### config.mk
export PLATFORM = sky130hd
export DESIGN_NAME = cpu_sequencer
export DESIGN_NICKNAME = d
export VERILOG_FILES = /design/src/rtl/cpu_sequencer_pkg.sv /design/src/rtl/cpu_sequencer_cycle_counter.sv /design/src/rtl/cpu_sequencer.sv
export SDC_FILE = /design/constraint.sdc
export NUM_CORES = 1
export LEC_CHECK = 0
export ABC_AREA = 1
export CAP_MARGIN = 15
export CORE_MARGIN = 5
export CORE_UTILIZATION = 50
export DETAILED_ROUTE_END_ITERATION = 10
export GPL_ROUTABILITY_DRIVEN = 0
export GPL_TIMING_DRIVEN = 0
export HOLD_SLACK_MARGIN = 0.08
export MAX_ROUTING_LAYER = met4
export PLACE_DENSITY = 0.86
export SYNTH_ARGS = -nofsm -noshare
export SYNTH_HDL_FRONTEND = slang
export SYNTH_SLANG_ARGS = --single-unit
### constraint.sdc
create_clock -name clk -period 1.7 [get_ports clk]
set_input_delay 0.51 -clock clk [delete_from_list [all_inputs] [get_ports clk]]
set_output_delay 0.51 -clock clk [all_outputs]
set_load 0.03 [all_outputs]
### src/rtl/cpu_sequencer_pkg.sv
// Shared codes for the CPU core: cpu_control state/opcode encodings and the
// run-control sequencer FSM encoding.
package cpu_sequencer_pkg;

    localparam int STATE_W = 4;

    // cpu_control state codes; the sequencer only reacts to NEXT and HALT.
    localparam logic [STATE_W-1:0] STATE_FETCH  = 4'h0;
    localparam logic [STATE_W-1:0] STATE_DECODE = 4'h1;
    localparam logic [STATE_W-1:0] STATE_EXEC   = 4'h2;
    localparam logic [STATE_W-1:0] STATE_MEM    = 4'h3;
    localparam logic [STATE_W-1:0] STATE_WB     = 4'h4;
    localparam logic [STATE_W-1:0] STATE_NEXT   = 4'hE;
    localparam logic [STATE_W-1:0] STATE_HALT   = 4'hF;

    localparam logic [3:0] OP_NOP = 4'h0;
    localparam logic [3:0] OP_LDA = 4'h1;
    localparam logic [3:0] OP_ADD = 4'h2;
    localparam logic [3:0] OP_SUB = 4'h3;
    localparam logic [3:0] OP_STA = 4'h4;
    localparam logic [3:0] OP_JMP = 4'h6;
    localparam logic [3:0] OP_OUT = 4'hE;
    localparam logic [3:0] OP_HLT = 4'hF;

    typedef enum logic [2:0] {
        SEQ_IDLE   = 3'd0,
        SEQ_RUN    = 3'd1,
        SEQ_STEP   = 3'd2,
        SEQ_PAUSED = 3'd3,
        SEQ_HALTED = 3'd4
    } seq_state_t;

    function automatic logic seq_active(seq_state_t s);
        return (s == SEQ_RUN) || (s == SEQ_STEP);
    endfunction

endpackage

### src/rtl/cpu_sequencer_cycle_counter.sv
// Micro-cycle counter for cpu_control: clears on instruction retire, counts on
// every other advance, and flags a sticky error when it runs past MAX_CYCLE.
module seq_cycle_counter #(
    parameter int CYCLE_W   = 4,
    parameter int MAX_CYCLE = 7
) (
    input  logic               clk,
    input  logic               reset_n,
    input  logic               advance,
    input  logic               clear,
    output logic [CYCLE_W-1:0] cycle,
    output logic               seq_err
);

    localparam logic [CYCLE_W-1:0] LAST_CYCLE = CYCLE_W'(MAX_CYCLE);

    // NOTE: sequential state uses non-blocking assignments so every register
    // samples the pre-edge values, independent of block evaluation order.
    always_ff @(posedge clk or negedge reset_n) begin
        if (!reset_n) begin
            cycle   <= '0;
            seq_err <= 1'b0;
        end else if (clear) begin
            cycle <= '0;
        end else if (advance) begin
            if (cycle == LAST_CYCLE) begin
                // Overrun: the instruction never reported NEXT in time.
                cycle   <= '0;
                seq_err <= 1'b1;
            end else begin
                cycle <= cycle + 1'b1;
            end
        end
    end

endmodule

### src/rtl/cpu_sequencer.sv
// Run-control sequencer: run/pause/single-step, HLT stop, PC breakpoint and
// retired-instruction counter in front of cpu_control.
module cpu_sequencer
    import cpu_sequencer_pkg::*;
#(
    parameter int CYCLE_W   = 4,
    parameter int PC_W      = 4,
    parameter int MAX_CYCLE = 7,
    parameter int CNT_W     = 16
) (
    input  logic               clk,
    input  logic               reset_n,
    input  logic               run_req,
    input  logic               pause_req,
    input  logic               step_req,
    input  logic               bp_en,
    input  logic [PC_W-1:0]    bp_addr,
    input  logic [PC_W-1:0]    pc,
    input  logic [STATE_W-1:0] state,
    output logic [CYCLE_W-1:0] cycle,
    output logic               cpu_en,
    output logic               halted,
    output logic               paused,
    output logic               bp_hit,
    output logic               seq_err,
    output logic [CNT_W-1:0]   instr_count
);

    seq_state_t fsm, fsm_next;
    logic       bp_skip, bp_skip_next;
    logic       pause_pend, pause_pend_next;
    logic       bp_hit_next;
    logic       bp_block;
    logic       is_next, is_halt;
    logic       retire, cnt_advance;

    assign is_next = (state == STATE_NEXT);
    assign is_halt = (state == STATE_HALT);

    // bp_skip lets a resume execute the instruction sitting on the breakpoint.
    assign bp_block = (fsm == SEQ_RUN) && (cycle == '0) && bp_en
                      && (pc == bp_addr) && !bp_skip;

    assign cpu_en      = seq_active(fsm) && !bp_block;
    assign retire      = cpu_en && is_next;
    assign cnt_advance = cpu_en && !is_next && !is_halt;

    assign halted = (fsm == SEQ_HALTED);
    assign paused = (fsm == SEQ_IDLE) || (fsm == SEQ_PAUSED);

    seq_cycle_counter #(
        .CYCLE_W   (CYCLE_W),
        .MAX_CYCLE (MAX_CYCLE)
    ) u_cycle (
        .clk     (clk),
        .reset_n (reset_n),
        .advance (cnt_advance),
        .clear   (retire),
        .cycle   (cycle),
        .seq_err (seq_err)
    );

    always_ff @(posedge clk or negedge reset_n) begin
        if (!reset_n) begin
            fsm        <= SEQ_IDLE;
            bp_skip    <= 1'b0;
            pause_pend <= 1'b0;
            bp_hit     <= 1'b0;
        end else begin
            fsm        <= fsm_next;
            bp_skip    <= bp_skip_next;
            pause_pend <= pause_pend_next;
            bp_hit     <= bp_hit_next;
        end
    end

    // NOTE: every output of this block gets a default first so that no path
    // leaves a variable unassigned and infers a latch.
    always_comb begin
        fsm_next        = fsm;
        bp_skip_next    = bp_skip;
        pause_pend_next = pause_pend;
        bp_hit_next     = bp_hit;

        unique case (fsm)
            SEQ_IDLE, SEQ_PAUSED: begin
                if (run_req) begin
                    fsm_next     = SEQ_RUN;
                    bp_skip_next = 1'b1;
                    bp_hit_next  = 1'b0;
                end else if (step_req) begin
                    fsm_next     = SEQ_STEP;
                    bp_skip_next = 1'b1;
                    bp_hit_next  = 1'b0;
                end
            end

            SEQ_RUN: begin
                if (bp_block) begin
                    fsm_next        = SEQ_PAUSED;
                    bp_hit_next     = 1'b1;
                    pause_pend_next = 1'b0;
                end else if (is_next) begin
                    bp_skip_next = 1'b0;
                    if (pause_pend || pause_req) begin
                        fsm_next        = SEQ_PAUSED;
                        pause_pend_next = 1'b0;
                    end
                end else if (is_halt) begin
                    fsm_next        = SEQ_HALTED;
                    pause_pend_next = 1'b0;
                end else if (pause_req) begin
                    pause_pend_next = 1'b1;
                end
            end

            SEQ_STEP: begin
                if (is_next) begin
                    fsm_next     = SEQ_PAUSED;
                    bp_skip_next = 1'b0;
                end else if (is_halt) begin
                    fsm_next = SEQ_HALTED;
                end
            end

            default: begin
                fsm_next = fsm;
            end
        endcase
    end

    always_ff @(posedge clk or negedge reset_n) begin
        if (!reset_n) begin
            instr_count <= '0;
        end else if (retire) begin
            instr_count <= instr_count + 1'b1;
        end
    end

endmodule

---- Word-level counts from Yosys, hierarchy flattened ----
Index checks and enable logic that the tools add are counted.
word-level totals
  flip-flop bits (word level) ............. 27
  input port bits ......................... 18
  logic and storage cells ................. 75
cells by class
  add/sub/neg operators ................... 2
  equal/unequal tests ..................... 13
  mux-type cells .......................... 25
  bitwise logic cells ..................... 1
  reduce and logical (&&, ||, !) cells .... 27
operators with widths
  kind                                                   number
  two-way mux 3 bit                                      7
  adder 16 x 1 -> 16 bit, second input constant          1
  AND reduction 3 bit                                    5
  two-way mux 1 bit                                      12
  two-way mux 4 bit                                      3
  one-hot mux 3 bit (3 select lines)                     1
  equality test 4 bit, second input constant             2
  logical AND 1 bit                                      8
  equality test 3 x 2 -> 1 bit, second input constant    2
  adder 4 x 1 -> 4 bit, second input constant            1
  equality test 4 x 3 -> 1 bit, second input constant    1
  equality test 4 bit                                    1
  zero test 1 bit                                        4
  zero test 4 bit                                        1
  inequality test 2 bit, second input constant           2
  inequality test 4 x 3 -> 1 bit, second input constant  1
  nonzero test 2 bit                                     2
  nonzero test 4 bit                                     1
  equality test 3 x 1 -> 1 bit, second input constant    1
  equality test 3 bit, second input constant             1
  zero test 3 bit                                        1
  logical OR 1 bit                                       3
  inequality test 3 x 2 -> 1 bit, second input constant  1
  inequality test 3 bit, second input constant           1
  other kinds (5)                                        5

---- Logic depth before layout (Yosys ltp) ----
Gate-level depths: netlist of run 1.
  depth in word-level cells ............... 11
  gate-level depth with buffers ........... 12
  gate-level depth less buffers ........... 11

---- Cells and area by module ----
A second synthesis of run 1 with hierarchy kept.
unflattened totals
  cell total of the unflattened synthesis .. 274
  area total of the unflattened synthesis .. 1850.5 µm²
modules (own cells, without submodules)
  module             instances  cells each  area each (µm²)  sequential area each (µm²)
  cpu_sequencer      1          243         1580.3           550.5
  seq_cycle_counter  1          31          270.3            125.1

---- Worst setup path after synthesis of run 1 ----
OpenSTA, ideal clock, no wires.
  kind .................................... flip-flop to output port
  start point ............................. register u_cycle.cycle[0]
  end point ............................... output port cpu_en
  data arrival time ....................... 1.397 ns
  setup slack ............................. -0.207 ns
  stages on the path, launching flop included .. 8
  buffers on the path ..................... 0
  path through ............................ dfrtp_1 inv_1 ha_1 nand3_1 nor2_4 nand2_4 nor2_8 nor2_4
between the ends
  cells in the longest elaborated chain, start to end .. 7
ends and longest elaborated chain
  what                             line                               source
  from (decl)                      cpu_sequencer_cycle_counter.sv:11  output logic [CYCLE_W-1:0] cycle,
  from (signal assigned)           cpu_sequencer_cycle_counter.sv:31  cycle <= cycle + 1'b1;
  zero test 4 bit                  cpu_sequencer.sv:41                assign bp_block = (fsm == SEQ_RUN) && (cycle == '0) && bp_en
  logical AND 1 bit (2 in series)  cpu_sequencer.sv:41
  logical AND 1 bit (2 in series)  cpu_sequencer.sv:42                && (pc == bp_addr) && !bp_skip;
  zero test 1 bit                  cpu_sequencer.sv:44                assign cpu_en = seq_active(fsm) && !bp_block;
  logical AND 1 bit                cpu_sequencer.sv:44
  to (decl)                        cpu_sequencer.sv:21                output logic cpu_en,
No other way between the ends.

---- Worst setup path after layout of run 1 ----
  start point ............................. input port bp_addr[0]
  end point ............................... output port cpu_en
between the ends
  cells in the longest elaborated chain, start to end .. 5
ends and longest elaborated chain
  what                             line                 source
  from (decl)                      cpu_sequencer.sv:17  input logic [PC_W-1:0] bp_addr,
  equality test 4 bit              cpu_sequencer.sv:42
  logical AND 1 bit (2 in series)  cpu_sequencer.sv:42
  zero test 1 bit                  cpu_sequencer.sv:44
  logical AND 1 bit                cpu_sequencer.sv:44
No other way between the ends.

==> qor.yml, run 1 <==
status: "complete, but fails checks"
violations: "negative setup slack"
finalSetupViolCount: 25
fmax_mhz: 484
drt-total-wl_um: 5590
die_area_um2: 5110
yosysTopAreaCellShare_pct: 35.7
wire_per_inst_um: 14.9
dpl.cell_count: 346
syn_inst: 255
timing.final.crit_period_ns: 2.06
rr_endpoint: "instr_count[14]"
max_cap_violations: 0
placed_area_um2: 2420
critPathLaunchType: "input pin"
maxSlewHeadroom_pct: 66.0
total_power_w: 0.00119
antenna_found_initial: 0
min_period_over_period_pct: 121
slew_violations: 0
tritoncts: "built"
synth_area_leaders: "dfrtp_1 36%, nand2_1 13%, inv_1 8.1%"
crit_fanout: 3
grt_max_degree: 20
nets: 349
reg2reg_slack_ns: -0.22
core_area_um2: 3660
hp-class: "flop to flop"
root_buffer: "clkbuf_8"
critPathKind: "input pin to primary output"
dr.pass1.iters: 6
num_antenna_cells: 0
whs_endpoint: "u_cycle.seq_err"
syn-num-nets: 276
rsz0062_at_grt: "true"
worstPathRequired_ns: 1.19
dp_hpwl_um: 3180
arrival_ns: 1.55
synth_most_common_cell: "nand2_1"
drive_above_1_share_pct: 32.1
ys.flop_type: "dfrtp_1"
synth_seq_cells: 27
cts_num_sinks: 27
grt_pass1_vias: 1643
worstMarginPinSlew_ns: 0.507
ys_types: 26
ir_drop_v: 0.000482
clock_path_buffers: 2
path_clk_slew_ns: 0.09
postLayoutCellArea_um2: 2820
r2r_cells: 14
overflow: 0
skew_ns: 0.00651
die_x_um: 71.5
vias: 1951
finalNonFillerCells: 375
drc: 0
min_path_cells: 2
yosysSeqAreaShare_pct: 35.7
portBuffers: 42
initial_core_util_pct: 51.7
dpl_worst_slack_ns: -1.11
synth_edf_count: 0
finalHoldViolCount: 0
grt_pass1_wl_um: 7370
syn_avg_cell_area_um2: 7.42
synth_commonest_cells: "66 x nand2_1, 41 x inv_1, 27 x dfrtp_1"
nFillCells: 236
yosys_warnings: 0
r2r_start: "u_cycle.cycle[0]"
rows: 22
grt_util_all_layers_pct: 18.2
clk_latency_ns: 0.28
antenna_left: 0
hp-start: "u_cycle.seq_err"
setup_slack_ns: -0.364
die_h_um: 71.5
synth_area_um2: 1890
pin_count: 43
hold_buffers: 0
cts_made_buffers: 3
async_reset_ff_share_pct: 100
cp-end-kind: "primary output"
drt_iter0_drc: 222
synthToLayoutAreaGrowth_pct: 49.3
p_leak_nw: 1.44
vias_per_cell: 5.20
power.density_nw_per_um2: 423
yosysTopAreaCell: "dfrtp_1"
htreeDepth: 1
area by class of cell:
| cell class | count | area [um^2] | share of cell area, % |
|---|---|---|---|
| buffer | 2 | 35.0 | 1.24 |
| clock buffer | 3 | 41.3 | 1.46 |
| clock inverter | 1 | 5.00 | 0.177 |
| inverter | 43 | 166 | 5.89 |
| multi-input combinational | 182 | 1180 | 41.8 |
| sequential | 27 | 683 | 24.2 |
| tap | 48 | 60.1 | 2.13 |
| timing repair buffer | 69 | 652 | 23.1 |
worst max-delay path by stage:
stage / to / start
after CTS: cpu_en / u_cycle.cycle[1]
after global placement: cpu_en / pc[0]
after global routing: cpu_en / bp_addr[0]
final: cpu_en / bp_addr[0]
after detailed placement: cpu_en / pc[0]
after floorplan: cpu_en / u_cycle.cycle[0]
flip-flops by register name, summed over array words and instances (netlist names):
name,cells
instr_count,16
fsm,3
u_cycle.seq_err,1
bp_skip,1
u_cycle.cycle,4
bp_hit,1
pause_pend,1
stage by stage:
stage / hold WS [ns] / utilization [%] / setup TNS [ns]
5_1_grt: 0.512 / 77.1 / -6.14
6_report: 0.483 / 77.1 / -4.53
3_5_place_dp: 0.453 / 66.2 / -10.33
2_1_floorplan: 0.214 / - / -0.0167
4_1_cts: 0.481 / 69.8 / -0.298
3_3_place_gp: 0.453 / 65.4 / -18.39
kinds of logic after synthesis:
| family | Yosys count | synth area share, % |
|---|---|---|
| fa+ha+maj | 3 | 1.98 |
| flops | 27 | 35.7 |
| buf+inv | 46 | 10.3 |
| xor+xnor | 13 | 6.02 |
| compound gates | 24 | 8.93 |
| simple gates | 142 | 37.0 |
critical path: stages:
cell	delay, ns
dlygate4sd2_1	0.25
inv_1	0.07
nand2_2	0.08
nand2_1	0.08
nor2_1	0.14
nand2_2	0.11
nor2_8	0.13
nor2_4	0.05
buf_6	0.14
timing repair:
action | in CTS | in global routing
gates resized for setup | 69 | 43
hold endpoints to repair | 0 | 0
buffers inserted | 11 | 13
setup endpoints to repair | 49 | 31
pin swaps | 7 | 16
gates cloned | 0 | 2
where the power goes:
part	leakage [nW]	internal (W)	switching [W]
combinational	1.12	0.0000712	0.0000850
clock	0.0255	0.000165	0.000217
sequential	0.294	0.000648	0.00000820
cell usage in the layout (no fill, tap or decap), drive strengths merged:
| master | synthesis | routed |
|---|---|---|
| nor2 | 29 | 29 |
| nand3 | 22 | 22 |
| clkdlybuf4s50 | 0 | 8 |
| nor3 | 10 | 10 |
| xnor2 | 5 | 5 |
| clkbuf | 0 | 8 |
| o21ai | 17 | 17 |
| o31ai | 1 | 1 |
| clkdlybuf4s15 | 0 | 3 |
| o21bai | 1 | 1 |
| clkinv | 0 | 1 |
| o211ai | 1 | 1 |
| xor2 | 8 | 8 |
| ha | 3 | 3 |
| nand4 | 3 | 3 |
| dlygate4sd2 | 0 | 25 |
| nand2 | 78 | 78 |
| a21oi | 4 | 4 |
| dfrtp | 27 | 27 |
| buf | 3 | 30 |
| inv | 43 | 43 |
layer usage:
layer	global-route usage [%]	wire length [um]	vias up
met2	29.1	2850	76
met5	-	0	-
met1	24.5	2360	913
li1	-	-	945
met3	3.09	267	17
met4	3.13	116	0
Power figures use the tool's default switching activity.
==> run 2: changes to the inputs <==
- CORE_MARGIN: 5 -> 3
- PLACE_DENSITY: 0.86 -> 0.79
==> run 2 against run 1 <==
Compared with the run above: first-iteration DRC count is 71% lower; utilization fell by 1.2 points; count of clock-buffer cells in the layout unchanged; the flow still finishes with violations (negative setup slack); largest power group unchanged; sequential cell count did not move; combinational power up 5%; critical endpoint unchanged.
==> qor.yml, run 2 (synthesis gave the netlist of run 1 again) <==
overflow: 0  # unchanged
portBuffers: 42  # unchanged
cts_num_sinks: 27  # unchanged
drt_iter0_drc: 64  # was 222
skew_ns: 0.00410  # was 0.00651 ns
setup_slack_ns: -0.285  # was -0.364 ns
pwr-share-seq_pct: 54.6  # was 54.9%
cp_common_cell: "nor2_4"  # was nand2_2
worstPathRequired_ns: 1.19  # about the same
final_common_cell: "nand2_1"  # unchanged
reg2reg_slack_ns: 0.04  # was -0.22 ns
fmax_mhz: 504  # was 484 MHz
critPathKind: "flop to primary output"  # was input pin to primary output
drt-total-wl_um: 4640  # was 5590 um
htreeDepth: 1  # unchanged
rr_endpoint: "instr_count[6]"  # was instr_count[14]
max_cap_violations: 0  # unchanged
antenna_left: 0  # unchanged
r2r_start: "u_cycle.cycle[1]"  # was u_cycle.cycle[0]
largest_reg_flops: 16  # unchanged
maxSlewHeadroom_pct: 64.2  # was 66.0%
clockPowerShare_pct: 31.8  # was 32.0%
dr.pass1.iters: 4  # was 6
slew_violations: 0  # unchanged
antenna_found_initial: 0  # unchanged
r2r_cells: 12  # was 14
arrival_ns: 1.48  # was 1.55 ns
crit_fanout: 2  # was 3
vias: 1796  # was 1951
critPathLaunchType: "flop"  # was input pin
critPathTopFamily: "flip-flops"  # was simple AND/OR/NAND/NOR gates
die_x_um: 67.5  # was 71.5 um
status: "complete, but fails checks"  # unchanged
violations: "negative setup slack"  # unchanged
drc: 0  # unchanged
cp.depth: 8  # was 9
root_buffer: "clkbuf_8"  # unchanged
cts_made_buffers: 3  # unchanged
nets: 342  # was 349
worstMarginPinSlew_ns: 0.536  # was 0.507 ns
min_period_over_period_pct: 117  # was 121%
cpPeakStageDelay_ns: 0.43  # was 0.25 ns
dp_hpwl_um: 3400  # was 3180 um
regMostFlops: "instr_count"  # unchanged
min_path_cells: 2  # unchanged
utilization_pct: 75.9  # was 77.1%
initial_core_util_pct: 54.1  # was 51.7%
finalNonFillerCells: 366  # was 375
total_power_w: 0.00120  # was 0.00119 W
synthToLayoutAreaGrowth_pct: 40.2  # was 49.3%
num_antenna_cells: 0  # unchanged
grt_max_degree: 19  # was 20
die_area_um2: 4560  # was 5110 um^2
vias_per_cell: 4.91  # was 5.20
timing.final.crit_period_ns: 1.99  # was 2.06 ns
dpl.cell_count: 344  # was 346
switching_power_w: 0.000310  # was 0.000311 W
pin_count: 43  # unchanged
hp-start: "u_cycle.seq_err"  # unchanged
die_h_um: 67.5  # was 71.5 um
switching_share_pct: 25.8  # was 26.0%
intPower_w: 0.000893  # was 0.000884 W
cp-startpoint: "u_cycle.cycle[1]"  # was bp_addr[0]
reg_top3: "instr_count (16), u_cycle.cycle (4), fsm (3)"  # unchanged
crit_end: "cpu_en"  # unchanged
hp-class: "flop to flop"  # unchanged
finalSetupViolCount: 2  # was 25
drive_above_1_share_pct: 29.1  # was 32.1%
slowest_stage: "dfrtp_2"  # was dlygate4sd2_1
p_leak_nw: 1.41  # was 1.44 nW
rows: 21  # was 22
power.density_nw_per_um2: 454  # was 423 nW/um^2
grt_pass1_vias: 1663  # was 1643
worstPathBufferInverterCount: 2  # was 3
tritoncts: "built"  # unchanged
p_comb_share_pct: 13.6  # was 13.1%
wire_per_inst_um: 12.7  # was 14.9 um
final_cell_mix: "59 x nand2_1, 35 x inv_1, 26 x dlygate4sd2_1"  # was 52 x nand2_1, 35 x inv_1, 25 x dlygate4sd2_1
core_area_um2: 3490  # was 3660 um^2
clock_path_buffers: 2  # unchanged
clk_latency_ns: 0.28  # about the same
cp-end-kind: "primary output"  # unchanged
placed_area_um2: 2420  # about the same
grt_util_all_layers_pct: 22.4  # was 18.2%
path_clk_slew_ns: 0.10  # was 0.09 ns
rsz0062_at_grt: "true"  # unchanged
postLayoutCellArea_um2: 2650  # was 2820 um^2
grt_pass1_wl_um: 7580  # was 7370 um
path_cells: "inv_2 > ha_4 > nand3_4 > nor2_4 > nand2_4 > nor2_8 > nor2_4 > buf_6"  # was dlygate4sd2_1 > inv_1 > nand2_2 > nand2_1 > nor2_1 > nand2_2 > nor2_8 > nor2_4 > buf_6
tns_ns: -0.298  # was -4.53 ns
finalHoldViolCount: 0  # unchanged
ir_drop_v: 0.000370  # was 0.000482 V
## run 2: cell count changes in the layout (fill, tap and decap cells not counted), moves of 2 or more
cell / change
clkdlybuf4s15_1: -2
nor2_1: -2
nand2_1: +7
nor2_2: +4
nor2_4: -2
buf_4: -5
o21ai_0: +2
nand2_4: -6
buf_12: -2
o21ai_1: -2
## run 2: cell type report
cell class                 count  area, um^2
multi-input combinational    182        1110
clock inverter                 1        7.51
inverter                      43         164
tap                           46        57.6
fill                         272         842
timing repair buffer          61         552
clock buffer                   3        41.3
sequential                    27         683
buffer                         3        37.5
## run 2: stage by stage
| step | worst slack [ns] | hold WS [ns] |
|---|---|---|
| final | -0.285 | 0.488 |
| after global routing | -0.359 | 0.505 |
| after CTS | -0.339 | 0.483 |
| after detailed placement | -1.12 | 0.466 |
| after global placement | -1.11 | 0.455 |
| after floorplan | -0.0167 | 0.214 |
## run 2: worst min-delay path by stage
stage / endpoint
detailed placement: u_cycle.seq_err
floorplan: bp_hit
CTS: u_cycle.seq_err
finish: u_cycle.seq_err
global route: u_cycle.seq_err
global placement: u_cycle.seq_err
## run 2: power by group through the flow
| stage | Sequential (W) | Clock [W] | Combinational [W] |
|---|---|---|---|
| 6_report | 0.000657 | 0.000382 | 0.000164 |
| 5_1_grt | 0.000658 | 0.000409 | 0.000181 |
| 4_1_cts | 0.000657 | 0.000386 | 0.000149 |
| 3_5_place_dp | 0.000670 | 0 | 0.000134 |
| 3_3_place_gp | 0.000670 | 0 | 0.000125 |
| 2_1_floorplan | 0.000674 | 0 | 0.0000476 |
## run 2: tightest hold or removal path, delay by kind of cell, from the launching register on
| kind | cells | cell delay [ns] |
|---|---|---|
| flops | 1 | 0.36 |
| buf+inv | 1 | 0.04 |
| simple gates | 1 | 0.06 |
## run 2: repair_timing
action,CTS,global route
pin swaps,11,6
gates resized for setup,66,24
setup buffers,12,5
cloned,0,1
endpoints found under the setup margin,47,24
hold buffers,0,0
## run 2: routing by layer
metal  share of wire, %  up-vias  GRT usage (%)  wire length, um
li1                   -      927              -                -
met1                 46      827           31.0             2130
met2                 49       40           35.5             2270
met3                4.7        2           2.16              220
met4               0.45        0           4.81               21
met5                  0        -              -                0
